[src/rtl/alu_arbiter.sv]
// -----------------------------------------------------------------------------
// alu_arbiter
// Shares one combinational ALU between two requesters. An op is granted and
// latched into the alu_* registers (IDLE), the ALU return is captured one cycle
// later (EXEC), and the response is held for the owning requester until it is
// taken (RESP).
//
// Configuration macro: ALU_ARBITER_RR_EN
//   defined   : round-robin on ties, the requester not served last wins
//   undefined : fixed priority, requester 0 wins ties (no pointer state)
//
// Ports
//   clk, rst                       clock, asynchronous active-high reset
//   reqN_valid/ready               request handshake, N in {0,1}
//   reqN_unit/sub_unit/sel         op encoding
//   reqN_rs1/rs2/immediate         operands
//   reqN_rd, reqN_imm              destination tag, immediate operand select
//   rspN_valid/ready               response handshake, N in {0,1}
//   rsp_result/branch/rd/illegal   shared response payload
//   alu_*                          registered op presented to the ALU
//   alu_ok/result_v/branch/result  combinational ALU return
// -----------------------------------------------------------------------------
module alu_arbiter #(
   parameter int XLEN = 32
) (
   input  logic            clk,
   input  logic            rst,
   input  logic            req0_valid,
   output logic            req0_ready,
   input  logic [1:0]      req0_unit,
   input  logic [2:0]      req0_sub_unit,
   input  logic [3:0]      req0_sel,
   input  logic [XLEN-1:0] req0_rs1,
   input  logic [XLEN-1:0] req0_rs2,
   input  logic [XLEN-1:0] req0_immediate,
   input  logic [4:0]      req0_rd,
   input  logic            req0_imm,
   input  logic            req1_valid,
   output logic            req1_ready,
   input  logic [1:0]      req1_unit,
   input  logic [2:0]      req1_sub_unit,
   input  logic [3:0]      req1_sel,
   input  logic [XLEN-1:0] req1_rs1,
   input  logic [XLEN-1:0] req1_rs2,
   input  logic [XLEN-1:0] req1_immediate,
   input  logic [4:0]      req1_rd,
   input  logic            req1_imm,
   output logic            rsp0_valid,
   input  logic            rsp0_ready,
   output logic            rsp1_valid,
   input  logic            rsp1_ready,
   output logic [XLEN-1:0] rsp_result,
   output logic            rsp_branch,
   output logic [4:0]      rsp_rd,
   output logic            rsp_illegal,
   output logic [1:0]      alu_unit,
   output logic [2:0]      alu_sub_unit,
   output logic [3:0]      alu_sel,
   output logic [XLEN-1:0] alu_rs1,
   output logic [XLEN-1:0] alu_rs2,
   output logic [XLEN-1:0] alu_immediate,
   output logic [4:0]      alu_rd,
   output logic            alu_imm,
   input  logic            alu_ok,
   input  logic            alu_result_v,
   input  logic            alu_branch,
   input  logic [XLEN-1:0] alu_result
);

   typedef enum logic [1:0] {
      IDLE = 2'd0,
      EXEC = 2'd1,
      RESP = 2'd2
   } state_t;

   state_t state_r;
   state_t state_nxt_s;
   logic   grant0_s;
   logic   grant1_s;
   logic   accept0_s;
   logic   accept1_s;
   logic   accept_s;
   logic   rsp_hs_s;
   logic   owner_r;

`ifdef ALU_ARBITER_RR_EN
   // Last-served pointer: 1 means requester 1 was served last, so 0 wins a tie.
   logic   ptr_r;

   // Round-robin grant: on a tie the requester not served last wins.
   always_comb begin
      grant0_s = 1'b0;
      grant1_s = 1'b0;
      if (req0_valid && req1_valid) begin
         grant0_s = ptr_r;
         grant1_s = ~ptr_r;
      end else begin
         grant0_s = req0_valid;
         grant1_s = req1_valid;
      end
   end

   // Pointer moves only when an op is actually accepted.
   always_ff @(posedge clk or posedge rst) begin
      if (rst) begin
         ptr_r <= 1'b1;
      end else if (accept0_s) begin
         ptr_r <= 1'b0;
      end else if (accept1_s) begin
         ptr_r <= 1'b1;
      end
   end
`else
   // Fixed-priority grant: requester 0 always wins a tie.
   always_comb begin
      grant0_s = req0_valid;
      grant1_s = req1_valid & ~req0_valid;
   end
`endif

   // Ready only in IDLE for the granted requester; forced low while in reset.
   always_comb begin
      req0_ready = (state_r == IDLE) & ~rst & grant0_s;
      req1_ready = (state_r == IDLE) & ~rst & grant1_s;
      accept0_s  = req0_valid & req0_ready;
      accept1_s  = req1_valid & req1_ready;
      accept_s   = accept0_s | accept1_s;
      rsp_hs_s   = (rsp0_valid & rsp0_ready) | (rsp1_valid & rsp1_ready);
   end

   // FSM state register.
   always_ff @(posedge clk or posedge rst) begin
      if (rst) begin
         state_r <= IDLE;
      end else begin
         state_r <= state_nxt_s;
      end
   end

   // FSM next state: EXEC always lasts exactly one cycle.
   always_comb begin
      state_nxt_s = state_r;
      case (state_r)
         IDLE: begin
            if (accept_s) begin
               state_nxt_s = EXEC;
            end else begin
               state_nxt_s = IDLE;
            end
         end
         EXEC: state_nxt_s = RESP;
         RESP: begin
            if (rsp_hs_s) begin
               state_nxt_s = IDLE;
            end else begin
               state_nxt_s = RESP;
            end
         end
         default: state_nxt_s = IDLE;
      endcase
   end

   // Op registers: load on accept, otherwise hold the last accepted op.
   always_ff @(posedge clk or posedge rst) begin
      if (rst) begin
         alu_unit      <= 2'd0;
         alu_sub_unit  <= 3'd0;
         alu_sel       <= 4'd0;
         alu_rs1       <= '0;
         alu_rs2       <= '0;
         alu_immediate <= '0;
         alu_rd        <= 5'd0;
         alu_imm       <= 1'b0;
         owner_r       <= 1'b0;
      end else if (accept1_s) begin
         alu_unit      <= req1_unit;
         alu_sub_unit  <= req1_sub_unit;
         alu_sel       <= req1_sel;
         alu_rs1       <= req1_rs1;
         alu_rs2       <= req1_rs2;
         alu_immediate <= req1_immediate;
         alu_rd        <= req1_rd;
         alu_imm       <= req1_imm;
         owner_r       <= 1'b1;
      end else if (accept0_s) begin
         alu_unit      <= req0_unit;
         alu_sub_unit  <= req0_sub_unit;
         alu_sel       <= req0_sel;
         alu_rs1       <= req0_rs1;
         alu_rs2       <= req0_rs2;
         alu_immediate <= req0_immediate;
         alu_rd        <= req0_rd;
         alu_imm       <= req0_imm;
         owner_r       <= 1'b0;
      end
   end

   // Response payload: captured from the ALU in EXEC and held through RESP.
   always_ff @(posedge clk or posedge rst) begin
      if (rst) begin
         rsp_result  <= '0;
         rsp_branch  <= 1'b0;
         rsp_rd      <= 5'd0;
         rsp_illegal <= 1'b0;
      end else if (state_r == EXEC) begin
         rsp_result  <= alu_result;
         rsp_branch  <= alu_branch;
         rsp_rd      <= alu_rd;
         rsp_illegal <= ~alu_result_v | ~alu_ok;
      end
   end

   // Response valid: raised for the owner entering RESP, dropped on handshake.
   always_ff @(posedge clk or posedge rst) begin
      if (rst) begin
         rsp0_valid <= 1'b0;
         rsp1_valid <= 1'b0;
      end else if (state_r == EXEC) begin
         rsp0_valid <= ~owner_r;
         rsp1_valid <= owner_r;
      end else if (rsp_hs_s) begin
         rsp0_valid <= 1'b0;
         rsp1_valid <= 1'b0;
      end
   end

endmodule

[config.mk]
export PLATFORM = sky130hd
export DESIGN_NAME = alu_arbiter
export DESIGN_NICKNAME = d
export VERILOG_FILES = /design/src/rtl/alu_arbiter.sv
export SDC_FILE = /design/constraint.sdc
export NUM_CORES = 1
export LEC_CHECK = 0
export CORE_AREA = 4 4 160 162
export CTS_BUF_LIST = sky130_fd_sc_hd__clkbuf_8
export DETAILED_ROUTE_END_ITERATION = 8
export DIE_AREA = 0 0 164 166
export PLACE_DENSITY_LB_ADDON = 0.3
export SLEW_MARGIN = 20
export SYNTH_ARGS = -nofsm -noshare
export SYNTH_HDL_FRONTEND = slang
export SYNTH_SLANG_ARGS = --single-unit
export TNS_END_PERCENT = 1
[constraint.sdc]
create_clock -name clk -period 5.1 [get_ports clk]
set_clock_uncertainty 0.2 [all_clocks]
set_input_delay 0.51 -clock clk [delete_from_list [all_inputs] [get_ports clk]]
set_output_delay 0.51 -clock clk [all_outputs]
set_load 0.03 [all_outputs]
==> metrics.md <==
| Metric | Value |
|---|---|
| First-pass GRT wire length | between 30,000 and 40,000 microns |
| RSZ-0062 raised after global routing | false |
| Hold_buf cts | 0 |
| Crit path max fanout | 40 |
| Routability cong. | 0.767 |
| Max frequency | about 310 MHz |
| Port bufs | between 400 and 500 |
| Simple-gate share of the synthesized area | 7.35% |
| Area of placed instances | between 10,000 and 15,000 sq um |
| Post-DP HPWL | 18,100 microns |
| Setup bufs post-CTS | 0 |
| Max incr delay on CP | 0.74 ns |
| Initial antenna violation count | 3 |
| Ports | 417 |
| LEAKAGE | 4.92 nW |
| Flops & latches, synth | ~160 |
| Largest family of logic cells by synthesized area | multiplexers |
| Num Clock Sinks | 155 |
| DR DRC count | 0 |
| Clk pin slew, worst setup/hold paths | 0.10 ns |
| Root Buffer | clkbuf_8 |
| Met3 usage | 7.72% |
| Hold Path Depth | 2 |
| Min Tclk post-route | 3.23 ns |
| Num rows | 57 |
| Design area | 12,000 sq um |
| DR vias | about 5,700 |
| PD cells | 570 nW/um^2 |
| Clk_lat worst skew | ~0.44 ns |
| DR pass1 iterations | 4 |
| Worst Setup Start Kind | input port |
| Final hold viol count | 0 |
| CTS Buf Count | 17 |
| Placed Cells | 1,256 |
| Mapped Nets | 809 |
| Yosys top cell area share | 53.9% |
| Final WL | approximately 24,000 microns |
| CP max-delay cell | clkdlybuf4s50_1 |
| Initial Utilization | 29.9% |
| Xor/xnor share of the synthesized area | 0% |
| Max-slew headroom | 32.0% |
| WS Path Type | input port to primary output |
| Adder-Cell Fraction of Synth Area | 0% |
| Post-Syn Area | roughly 7200 sq um |
| Sequential area share after synthesis | 53.9% |
| Area Growth Syn to Fin | 66.2% |
| Wire length per cell | 18.6 microns |
| Share of layout cells above drive strength 1 | a little under a fifth |
| Signal arrival time at the worst endpoint | 2.52 ns |
| DIE AREA | 27,200 sq um |
| Final Max Tran Viols | 0 |
| Total of max-cap violations | 0 |
| Post_cts resized | 0 |
| Layout Cells excl Fill | 1,289 |
| Area contributors post-synth | dfrtp_1 (54%), mux2_2 (22%), mux2_1 (12%) |
| Met1 GRT Util | 18.5% |
| Fillers | 2,267 |
| Synth area leader | dfrtp_1 |
| Vias per Instance | 4.43 |
| First DRT Iteration DRCs | 201 |
| Syn. warnings | 0 |
| H-Tree Depth | 4 |
| GR Overflow Total | 0 |
| Worst R2R Path Depth | 4 |
| Outcome | completed |
| Number of global-route vias before repair | 6,003 |
| Largest net degree at the start of global routing | 84 |
| HP Class | flop to flop |
| Die Height | 166 microns |
| Synthesized instance count | 546 |
| RR Startpoint | state_r[1]$_DFF_PP0_ |
| Multiplexer share of the synthesized area | 34.7% |
| Avg Inst Size Synth | 13.2 sq um |
| Core area | approximately 24,000 sq um |
| R2r endpoint | alu_rs1[4]$_DFFE_PP0P_ |
| Antenna viol nets, final | 0 |
| All-Layer GR Usage | 17.2% |
| Crit path top cell by count | clkdlybuf4s50_1 |
| Hold_sp | rsp_result[14]$_DFFE_PP0P_ |
| Setup crit end kind | primary output |
| Total power | 6.82 mW |
| Req. time, crit path | between 4 and 5 ns |
| VDD IR-drop max | just over 300 uV |
| Busiest metal layer after global routing | met2 |
| Flop-to-flop setup slack | 2.53 ns |
| Worst path cell trace | clkdlybuf4s50_1 > nand2b_4 > nor4_1 > clkdlybuf4s50_1 |
| Final cycle utilization of the critical path | 63.4% |
| Setup TNS | 0 ns |
| Count of cell types in the netlist | 21 |
| Grt met2 use | between 30% and 40% |
| Die Width | between 150 and 200 microns |
| CTS tree | yes |
| Clock buffer depth | 2 |
| Slew @ Worst Pin | 1.02 ns |
| Post-synthesis compound-gate area fraction | 0.330% |
| # setup viols final | 0 |
| Hold Path Sink | rsp_result[14]$_DFFE_PP0P_ |
| Nets | 1,214 |
## layout by cell type, fill, tap and decap left out
cell             netlist  routed
mux2_2               143     143
o21a_4                 0       1
nand2b_1               1       1
a31oi_1                1       1
clkdlybuf4s50_1        0     416
buf_4                  1       2
bufinv_16              0       2
mux2_1                79      79
nand2b_4               1       1
a21oi_1                1       1
diode_2                0       3
and2_1                 1       1
clkinv_4               0       3
inv_1                  1       1
dfrtp_1              155     155
buf_12                 0       2
nor4_1                 1       1
nor2_1                 2       2
clkbuf_8               0      17
nor2b_4                0       1
o21ai_0                1       1
nand4b_1               3       3
nor3_2                 1       1
clkinvlp_4             0       4
nand2_1              119     119
inv_6                  0       4
## critical path, delay by kind of cell
kind,cells,cell delay (ns)
buffers and inverters,2,1.31
and+or+nand+nor,2,0.71
## flip-flops by register name, indices dropped and copies added, names as in the netlist, 3 cells and up
signal,count
alu_immediate,32
alu_rd,5
alu_rs1,32
alu_rs2,32
alu_sel,4
alu_sub_unit,3
rsp_rd,5
rsp_result,32
## final cells by class
| type | instances | area [sq um] | share of cell area, % |
|---|---|---|---|
| well taps | 324 | 405 | 3.39 |
| inverters | 1 | 8.76 | 0.0732 |
| clock buffers | 17 | 234 | 1.96 |
| diodes | 3 | 7.51 | 0.0627 |
| flip-flops and latches | 155 | 3880 | 32.4 |
| repair buffers | 420 | 4220 | 35.3 |
| clock inverters | 13 | 146 | 1.22 |
| multi-input cells | 356 | 3070 | 25.6 |
## synth_stat cells
master      n
o21ai_0     1
o21a_1      1
buf_6      17
a31oi_1     1
nor2b_1     1
nand2_1   119
clkbuf_1   12
dfrtp_1   155
nand2b_4    1
nor4_1      1
nand4b_1    3
buf_2       4
nor3_2      1
mux2_2    143
and2_1      1
buf_4       1
nor2_1      2
a21oi_1     1
inv_1       1
mux2_1     79
nand2b_1    1
## logic make-up after synthesis
| group | count (synthesis) |
|---|---|
| multiplexers | 222 |
| flip-flops | 155 |
| AND/OR/NAND/NOR | 130 |
| buffers and inverters | 35 |
| AO/OA/AOI/OAI | 4 |
## per-stage QoR
step | hold WS, ns | worst slack [ns] | util, %
floorplan | 0.256 | 0.212 | -
global placement | 0.257 | 1.56 | 48.0
detailed placement | 0.261 | 1.57 | 48.0
CTS | 0.284 | 1.83 | 49.6
global route | 0.298 | 1.70 | 49.6
finish | 0.278 | 1.87 | 49.6
## how the worst max path moves through the flow
stage                     from                       to  slack [ns]  depth (start not counted)
floorplan                  rst      alu_imm$_DFFE_PP0P_        0.21                          1
global placement    req0_valid  alu_unit[0]$_DFFE_PP0P_        1.56                          5
detailed placement  req0_valid  alu_unit[0]$_DFFE_PP0P_        1.57                          5
CTS                 req1_valid               req1_ready        1.83                          4
global route        req1_valid               req1_ready        1.70                          4
finish              req1_valid               req1_ready        1.87                          4
## report_power, final
part           total, mW  switching [mW]  internal, mW
registers           2.16           0.315          1.84
clock network      0.934           0.500         0.435
logic               3.72            2.02          1.71
total               6.82            2.83          3.98
## routing by layer
metal | share of wire [%] | up-vias
met5 | 0 | -
met4 | 1.6 | 0
met3 | 11 | 20
met2 | 51 | 251
met1 | 37 | 2753
li1 | - | 2690
No activity file was read; power rests on OpenSTA's default activity.
